[src/rtl/uart_tx.sv]
// uart_tx: UART transmitter. Serialises a PAYLOAD_BITS word as
// start bit (0), data LSB first, STOP_BITS stop bits (1). It can also
// send a BREAK: the line is held low for a whole frame, then stop bits follow.
// Ports:
//   clk            system clock, all logic on posedge
//   reset          synchronous, active-high reset
//   uart_tx_en     send request for uart_tx_data (sampled only when idle)
//   uart_tx_data   word to send, captured on acceptance
//   uart_tx_break  break request (sampled only when idle, wins over uart_tx_en)
//   uart_tx_busy   high while a frame or break is in progress
//   uart_txd       registered serial line, idles high
module uart_tx #(
    parameter int unsigned BIT_RATE     = 9600,
    parameter int unsigned CLK_HZ       = 50000000,
    parameter int unsigned PAYLOAD_BITS = 8,
    parameter int unsigned STOP_BITS    = 1
) (
    input  logic                    clk,
    input  logic                    reset,
    input  logic                    uart_tx_en,
    input  logic [PAYLOAD_BITS-1:0] uart_tx_data,
    input  logic                    uart_tx_break,
    output logic                    uart_tx_busy,
    output logic                    uart_txd
);

    localparam int unsigned BIT_P          = 1000000000 / BIT_RATE;
    localparam int unsigned CLK_P          = 1000000000 / CLK_HZ;
    localparam int unsigned CYCLES_PER_BIT = BIT_P / CLK_P;
    localparam int unsigned BREAK_BITS     = 1 + PAYLOAD_BITS + STOP_BITS;

    localparam logic [15:0] CYC_LAST   = 16'(CYCLES_PER_BIT - 1);
    localparam logic [3:0]  DATA_LAST  = 4'(PAYLOAD_BITS - 1);
    localparam logic [3:0]  STOP_LAST  = 4'(STOP_BITS - 1);
    localparam logic [4:0]  BREAK_LAST = 5'(BREAK_BITS - 1);

    typedef enum logic [2:0] {
        S_IDLE  = 3'd0,
        S_START = 3'd1,
        S_DATA  = 3'd2,
        S_STOP  = 3'd3,
        S_BREAK = 3'd4
    } state_t;

    state_t                  state;
    logic [15:0]             cyc_cnt;
    logic [3:0]              bit_cnt;
    logic [4:0]              brk_cnt;
    logic [PAYLOAD_BITS-1:0] shreg;
    logic [PAYLOAD_BITS-1:0] shreg_nxt;
    logic                    cyc_done;

    assign cyc_done  = (cyc_cnt == CYC_LAST);
    assign shreg_nxt = shreg >> 1;

    // Single-process FSM; txd/busy are set on the edge that enters each state.
    always_ff @(posedge clk) begin
        if (reset) begin
            state        <= S_IDLE;
            cyc_cnt      <= '0;
            bit_cnt      <= '0;
            brk_cnt      <= '0;
            shreg        <= '0;
            uart_txd     <= 1'b1;
            uart_tx_busy <= 1'b0;
        end else begin
            case (state)
                S_IDLE: begin
                    cyc_cnt      <= '0;
                    bit_cnt      <= '0;
                    brk_cnt      <= '0;
                    uart_txd     <= 1'b1;
                    uart_tx_busy <= 1'b0;
                    // Break has priority; data is not captured for a break.
                    if (uart_tx_break) begin
                        state        <= S_BREAK;
                        uart_txd     <= 1'b0;
                        uart_tx_busy <= 1'b1;
                    end else if (uart_tx_en) begin
                        shreg        <= uart_tx_data;
                        state        <= S_START;
                        uart_txd     <= 1'b0;
                        uart_tx_busy <= 1'b1;
                    end
                end

                S_START: begin
                    bit_cnt <= '0;
                    brk_cnt <= '0;
                    if (cyc_done) begin
                        cyc_cnt  <= '0;
                        state    <= S_DATA;
                        uart_txd <= shreg[0];
                    end else begin
                        cyc_cnt <= cyc_cnt + 16'd1;
                    end
                end

                S_DATA: begin
                    brk_cnt <= '0;
                    if (cyc_done) begin
                        cyc_cnt <= '0;
                        if (bit_cnt == DATA_LAST) begin
                            state    <= S_STOP;
                            bit_cnt  <= '0;
                            uart_txd <= 1'b1;
                        end else begin
                            shreg    <= shreg_nxt;
                            uart_txd <= shreg_nxt[0];
                            bit_cnt  <= bit_cnt + 4'd1;
                        end
                    end else begin
                        cyc_cnt <= cyc_cnt + 16'd1;
                    end
                end

                // bit_cnt counts stop bits here
                S_STOP: begin
                    brk_cnt  <= '0;
                    uart_txd <= 1'b1;
                    if (cyc_done) begin
                        cyc_cnt <= '0;
                        if (bit_cnt == STOP_LAST) begin
                            state        <= S_IDLE;
                            bit_cnt      <= '0;
                            uart_tx_busy <= 1'b0;
                        end else begin
                            bit_cnt <= bit_cnt + 4'd1;
                        end
                    end else begin
                        cyc_cnt <= cyc_cnt + 16'd1;
                    end
                end

                // Line low for a full frame's worth of bit times
                S_BREAK: begin
                    bit_cnt <= '0;
                    if (cyc_done) begin
                        cyc_cnt <= '0;
                        if (brk_cnt == BREAK_LAST) begin
                            state    <= S_STOP;
                            brk_cnt  <= '0;
                            uart_txd <= 1'b1;
                        end else begin
                            brk_cnt <= brk_cnt + 5'd1;
                        end
                    end else begin
                        cyc_cnt <= cyc_cnt + 16'd1;
                    end
                end

                default: begin
                    state        <= S_IDLE;
                    cyc_cnt      <= '0;
                    bit_cnt      <= '0;
                    brk_cnt      <= '0;
                    uart_txd     <= 1'b1;
                    uart_tx_busy <= 1'b0;
                end
            endcase
        end
    end

endmodule
[config.mk]
export PLATFORM = sky130hd
export DESIGN_NAME = uart_tx
export DESIGN_NICKNAME = d
export VERILOG_FILES = /design/src/rtl/uart_tx.sv
export SDC_FILE = /design/constraint.sdc
export NUM_CORES = 1
export LEC_CHECK = 0
export ABC_AREA = 1
export BUFFER_PORTS_ARGS = -buffer_cell sky130_fd_sc_hd__buf_4
export CELL_PAD_IN_SITES_DETAIL_PLACEMENT = 1
export CELL_PAD_IN_SITES_GLOBAL_PLACEMENT = 1
export CORE_UTILIZATION = 39
export DETAILED_ROUTE_END_ITERATION = 8
export GPL_TIMING_DRIVEN = 0
export PLACE_DENSITY = 0.78
export SYNTH_ARGS = -nofsm -noshare
export SYNTH_HDL_FRONTEND = slang
export SYNTH_SLANG_ARGS = --single-unit
[constraint.sdc]
create_clock -name clk -period 1.38 [get_ports clk]
set_input_delay 0.207 -clock clk [delete_from_list [all_inputs] [get_ports clk]]
set_output_delay 0.207 -clock clk [all_outputs]
set_load 0.02 [all_outputs]
==> results of run 1 <==
-- stage by stage --
step	TNS (ns)	cell area [um2]	power [mW]	setup slack, ns	utilization [%]
2_1_floorplan	-0.0548	2130	2.48	-0.0548	-
3_3_place_gp	-3.84	2310	2.76	-0.237	45.0
3_5_place_dp	-5.10	2310	2.81	-0.274	45.0
4_1_cts	-2.90	2680	4.04	-0.175	52.1
5_1_grt	-9.81	2960	4.75	-0.398	57.5
6_report	-7.27	2960	4.44	-0.287	57.5
-- synth_stat cells --
cell,instances
a211oi_1,2
a21oi_1,18
a21oi_2,4
buf_1,1
buf_2,1
buf_6,3
clkbuf_1,1
clkinv_1,1
dfxtp_1,38
ha_1,5
inv_1,37
inv_2,6
nand2_1,63
nand2_2,1
nand3_1,18
nand3_2,2
nand3_4,1
nand4_1,5
nor2_1,43
nor2_2,3
nor2_4,1
nor3_1,6
nor3_2,1
nor3_4,1
nor3b_1,1
nor3b_2,2
nor4_2,1
o2111ai_1,1
o21a_1,1
o21ai_0,15
o21ai_1,2
o21ai_2,5
o21bai_1,1
o31ai_1,1
or2_2,1
xnor2_1,1
xor2_1,7
-- per-layer routing --
metal | vias up | global-route usage (%) | wire length, um
li1 | 1044 | - | -
met4 | 0 | 7.82 | 76
met5 | - | 0 | 0
met1 | 1038 | 29.6 | 2860
met3 | 7 | 3.70 | 137
met2 | 24 | 35.9 | 3440
-- critical path: stages (launching register included) --
cell,delay (ns)
dfxtp_4,0.36
ha_4,0.15
nand2_4,0.06
inv_4,0.07
nand2_2,0.05
nor2_2,0.15
nand2_2,0.11
buf_6,0.14
nand2_4,0.07
nand2_8,0.07
buf_8,0.14
o21ai_2,0.13
a21oi_2,0.04
-- where the power goes --
group / internal [mW] / total [mW] / switching (mW) / leakage, nW
combinational: 0.822 / 2.03 / 1.21 / 0.852
clock: 0.578 / 0.984 / 0.406 / 0.0573
sequential: 1.30 / 1.43 / 0.136 / 0.316
-- worst min-delay path by stage --
| stage | end | slack, ns | cells past startpoint | from |
|---|---|---|---|---|
| after floorplan | state[2] | 0.41 | 4 | uart_tx_break |
| after global placement | cyc_cnt[0] | 0.43 | 1 | cyc_cnt[0] |
| after detailed placement | cyc_cnt[0] | 0.43 | 1 | cyc_cnt[0] |
| after CTS | state[2] | 0.23 | 5 | uart_tx_break |
| after global routing | shreg[7] | 0.27 | 5 | uart_tx_data[7] |
| final | shreg[7] | 0.23 | 5 | uart_tx_data[7] |
-- logic make-up after synthesis --
kind of cell | count (synthesis)
buffers and inverters | 50
flip-flops | 38
XOR/XNOR | 8
AO/OA/AOI/OAI | 50
AND/OR/NAND/NOR | 150
adder cells (fa/ha/maj) | 5
-- registers in the layout (all words and copies together) (netlist names) --
name          flops
bit_cnt           4
uart_tx_busy      1
brk_cnt           5
uart_txd          1
state             3
shreg             8
cyc_cnt          16
-- layout make-up --
cell class	count	area (um2)	area share, %
Buffer	6	57.6	1.95
Clock buffer	6	82.6	2.79
Clock inverter	1	30.0	1.02
Inverter	44	181	6.13
Multi-Input combinational cell	213	1440	48.6
Sequential cell	38	785	26.5
Tap cell	70	87.6	2.96
Timing Repair Buffer	33	295	9.98
-- layout by cell type (no fill, tap or decap), types with 2 or more instances in the layout --
master / count
a21oi_1: 9
a21oi_2: 13
buf_4: 25
buf_6: 6
buf_8: 4
clkbuf_8: 6
dfxtp_1: 25
dfxtp_2: 10
dfxtp_4: 3
ha_1: 3
inv_1: 33
inv_2: 6
inv_4: 3
nand2_1: 48
nand2_2: 11
nand2_4: 4
nand3_1: 12
nand3_2: 6
nand3_4: 3
nand4_1: 5
nor2_1: 32
nor2_2: 9
nor2_4: 6
nor3_1: 3
nor3_2: 2
nor3_4: 3
nor3b_2: 3
o21ai_0: 9
o21ai_1: 3
o21ai_2: 8
o21ai_4: 2
xor2_1: 6
-- timing repair --
item	4_1_cts	5_1_grt
gates resized for setup	55	56
endpoints found under the setup margin	38	38
endpoints found under the hold margin	0	0
gates cloned	1	1
setup buffers	11	10
pin swaps	19	26
hold buffers	0	0
==> run metrics, run 1 <==
cell leakage power about 1.2 nW; mux contribution to synthesized area 0%; Hold Slack between 0.2 and 0.25 ns; number of global-route vias before repair between 1,500 and 2,000; failing checks setup timing; main combinational cell family by area after synthesis simple AND/OR/NAND/NOR gates; worst vdd ir between 0.0009 and 0.001 V; placed insts between 300 and 400; CTS H-tree depth 2; Via density around 5; worst setup path end shreg[5]; Setup violations, final 38; max-slew violations 0; worst-path maximum fanout 6; GRT Util Overall about 22%; Mapped Area around 2100 um2; flops & latches, synth 38; reg-to-reg endpoint shreg[5]; Syn Area/Cell roughly 7 um2; Worst EP required 1.57 ns; filler-free cell count of the finished design around 410; Fin Clk Skew 0.00228 ns; core area roughly 5000 um2; post-synthesis cell type count 37; adder-cell share of the synthesized area around 3.0%; Sink Count 38; Slew @ Worst Pin about 0.58 ns; Post-Syn Nets between 300 and 400; row count 26; largest cells by area after synthesis dfxtp_1, nand2_1, nor2_1, inv_1, a21oi_1; CTS tree yes; die area about 5700 um2; final worst-path setup slack -0.287 ns; slew margin rel. 61.6%; RePlAce Congestion 0.827; Layout area overhead 40.5%; CTS Buf Count 5; RR Startpoint cyc_cnt[1]; type of the worst setup path reg2reg; Max-Cap Viols 0; reg2reg setup slack -0.29 ns; Reg2Reg Depth 12; PD cells 1500 nW/um2; Period minus WS final between 1.5 and 2 ns; area leader, netlist dfxtp_1; Initial Util about two fifths; Detail Route Antenna Nets 0; Yosys top cell area share 36.1%; post-DP HPWL 3850 um; Ant. Diodes 0; Detailed Route Iter0 Violations 82; crit end category flip-flop; clk_lat worst skew about 0.30 ns; Port Buffers 12; first-pass GRT wire length around 9300 um; die height 75.5 um; Arr. time, crit path around 1.9 ns; Simple-Gate Fraction of Synth Area around 33%; fraction of the yosys area taken by sequential cells between 30 and 40%; num ports 14; critical path startpoint cyc_cnt[1]; # DRC 0; Gate Count Post-Synth 301; run status finished with violations; FILL cells roughly 660; Die W approximately 75 um; synth warn 0; complex-gate fraction of the synthesized area between 10% and 20%; DRT Pass-1 Iters 4; initial antenna violation count 0; XOR/XNOR share of the synthesized area 3.33%; Fin. Hold Viols 0; vias 2,113; period utilisation layout 121%; drt wl/cell roughly 16 um; worst-case clock buffer depth 2; CTS root buffer clkbuf_8; fin nets around 360; GRT overflow 0; Hold Path Class in2reg; startpoint type of the worst setup path flip-flop; Worst-path clk slew ~0.07 ns; RSZ-0062 raised after global routing yes; layout cell share with drive strength beyond 1 around 43%; largest net degree at the start of global routing 12; fmax ~600 MHz; WL final about 6500 um
(Power assumes the default switching activity.)
==> inputs of run 2 (changes only) <==
--- a/config.mk
+++ b/config.mk
@@ -5,11 +5,11 @@
 export SDC_FILE = /design/constraint.sdc
 export NUM_CORES = 1
 export LEC_CHECK = 0
-export ABC_AREA = 1
 export BUFFER_PORTS_ARGS = -buffer_cell sky130_fd_sc_hd__buf_4
 export CELL_PAD_IN_SITES_DETAIL_PLACEMENT = 1
 export CELL_PAD_IN_SITES_GLOBAL_PLACEMENT = 1
-export CORE_UTILIZATION = 39
+export CORE_ASPECT_RATIO = 1.75
+export CORE_UTILIZATION = 41
 export DETAILED_ROUTE_END_ITERATION = 8
 export GPL_TIMING_DRIVEN = 0
 export PLACE_DENSITY = 0.78
==> run metrics, run 2 <==
run status finished with violations; failing checks setup timing; Mapped Area 2030 um2; GRT Util Overall about 26%; CTS H-tree depth 2; Ant. Diodes 0; Reg2Reg Depth 4; Max-Cap Viols 0; clk_lat worst skew just under 0.3 ns; Post-Syn Nets around 250; PD cells 981 nW/um2; first-pass GRT wire length around 9500 um; Syn Area/Cell between 8 and 9 um2; Initial Util a little over two fifths; fmax ~520 MHz; most frequent cells in the layout buf_4, nor2_1, dfxtp_1; Layout area overhead 35.2%; WHS Path Cells 3; number of global-route vias before repair ~2,100; largest net degree at the start of global routing 12; vias about 2,000; final worst-path setup slack -0.557 ns; ys flop type dfxtp_1; initial antenna violation count 0; Via density around 5.9; CTS Buf Count 5; fraction of the yosys area taken by sequential cells 37.5%; placed insts approximately 300; Largest Register cyc_cnt; die area 5250 um2; Post-synth top cells dfxtp_1, nor2_1, a211oi_1; fin nets 299; worst slack, placed -0.791 ns; Detail Route Antenna Nets 0; layout cell share with drive strength beyond 1 36.4%; DRT Pass-1 Iters 4; Yosys top cell area share between 30 and 40%; CTS tree yes; crit end category flip-flop; Sink Count 38; Period minus WS final 1.94 ns; Worst EP required 1.60 ns; worst vdd ir 0.000721 V; period utilisation layout 140%; row count 33; max-slew violations 0; type of the worst setup path reg2reg; RSZ-0062 raised after global routing yes; num ports 14; largest cells by area after synthesis dfxtp_1, a211oi_1, nor2_1, mux2i_1, a21oi_1; Gate Count Post-Synth 237; Worst-path clk slew 0.08 ns; total power around 2.7 mW; Arr. time, crit path 2.16 ns; Hold Path Class in2reg; Detailed Route Iter0 Violations 33; startpoint type of the worst setup path flip-flop; area leader, netlist dfxtp_1; post-synthesis cell type count slightly below 50; die height 95.1 um; largest registers cyc_cnt: 16 flops, shreg: 8 flops, brk_cnt: 5 flops; cell leakage power around 1 nW; Port Buffers 13; Hold Slack ~0.18 ns; EDFF count, synth 0; filler-free cell count of the finished design around 340; synth warn 0; Die W between 50 and 60 um; FILL cells between 500 and 600; most common library cell in the layout ignoring fill and taps buf_4; Fin. Hold Viols 0; max reg flops 16; post-DP HPWL approximately 3800 um; worst-path maximum fanout 2; RePlAce Congestion about 0.78; slew margin rel. between 60% and 70%; top-count cell post-synth dfxtp_1; fraction of registers with async set/reset 0%; GRT overflow 0; flip-flop and latch area between 800 and 900 um2; WL final 6160 um; flops & latches, synth 38; area taken by multi-input logic gates 1350 um2; Fin Clk Skew between 0.006 and 0.007 ns; Setup violations, final 38; Slew @ Worst Pin 0.467 ns; CTS root buffer clkbuf_8; drt wl/cell roughly 18 um; worst-case clock buffer depth 2; # DRC 0; core area 4710 um2
run 2: changes by cell type in the layout (fill, tap and decap cells not counted), moves of 6 or more:
cell	delta
nor2_1	-11
a21oi_2	-8
inv_1	-22
nand2_1	-37
nand2_2	-11
buf_4	+11
o21ai_2	-8
inv_2	-6
nor2_2	-8
dfxtp_4	+6
a211oi_1	+14
mux2i_1	+8
run 2: cells by family after synthesis:
kind of cell | after synthesis | synth area share [%]
simple gates | 97 | 28.5
compound gates | 51 | 16.0
flops | 38 | 37.5
buf+inv | 23 | 4.32
xor+xnor | 13 | 5.61
mux | 10 | 5.06
fa+ha+maj | 5 | 3.08
run 2: area by class of cell:
type                       instances  share of cell area, %
buffer                            11                   2.87
clock buffer                       7                   3.15
clock inverter                     1                  0.182
inverter                          11                   1.50
multi-input combinational        176                   49.2
sequential                        38                   29.3
tap                               52                   2.37
timing repair buffer              39                   11.4
run 2: layer usage:
layer	global-route usage, %	share of wire, %	wire length, um
met5	0	0	0
met4	14.4	4.6	282
met3	4.31	2.2	138
met2	51.7	59	3660
met1	21.5	34	2080
run 2: stage by stage:
step / cell area (um2) / setup TNS [ns] / utilization (%)
CTS: 2690 / -14.57 / 57.1
detailed placement: 2290 / -18.02 / 48.6
finish: 2740 / -15.58 / 58.3
global placement: 2290 / -17.25 / 48.6
floorplan: 2130 / -5.94 / -
global route: 2740 / -19.82 / 58.3
run 2: path summary, 6_finish.rpt:
check / start / to / slack, ns
worst max register to register: cyc_cnt[10] / brk_cnt[3] / -0.56
worst max-delay path: cyc_cnt[10] / brk_cnt[3] / -0.56
worst min-delay path: uart_tx_data[7] / shreg[7] / 0.18
worst min register to register: cyc_cnt[0] / cyc_cnt[0] / 0.46
run 2: where the power goes:
| group | leakage (nW) | total [mW] | switching (mW) | internal [mW] |
|---|---|---|---|---|
| clock | 0.0482 | 0.806 | 0.402 | 0.403 |
| sequential | 0.319 | 1.23 | 0.0617 | 1.17 |
| combinational | 0.614 | 0.654 | 0.367 | 0.288 |
run 2: worst max-delay path, stage by stage, from the launching register on:
cell and delay (ns):
dfxtp_4 0.35, or4bb_4 0.53, or4_4 0.53, or3_4 0.34, a21oi_2 0.12
run 2: repair_timing:
item	CTS	global route
setup endpoints to repair	38	38
hold buffers	0	0
buffers inserted	23	3
pin swaps	10	4
gates cloned	0	0
resized for setup	39	7
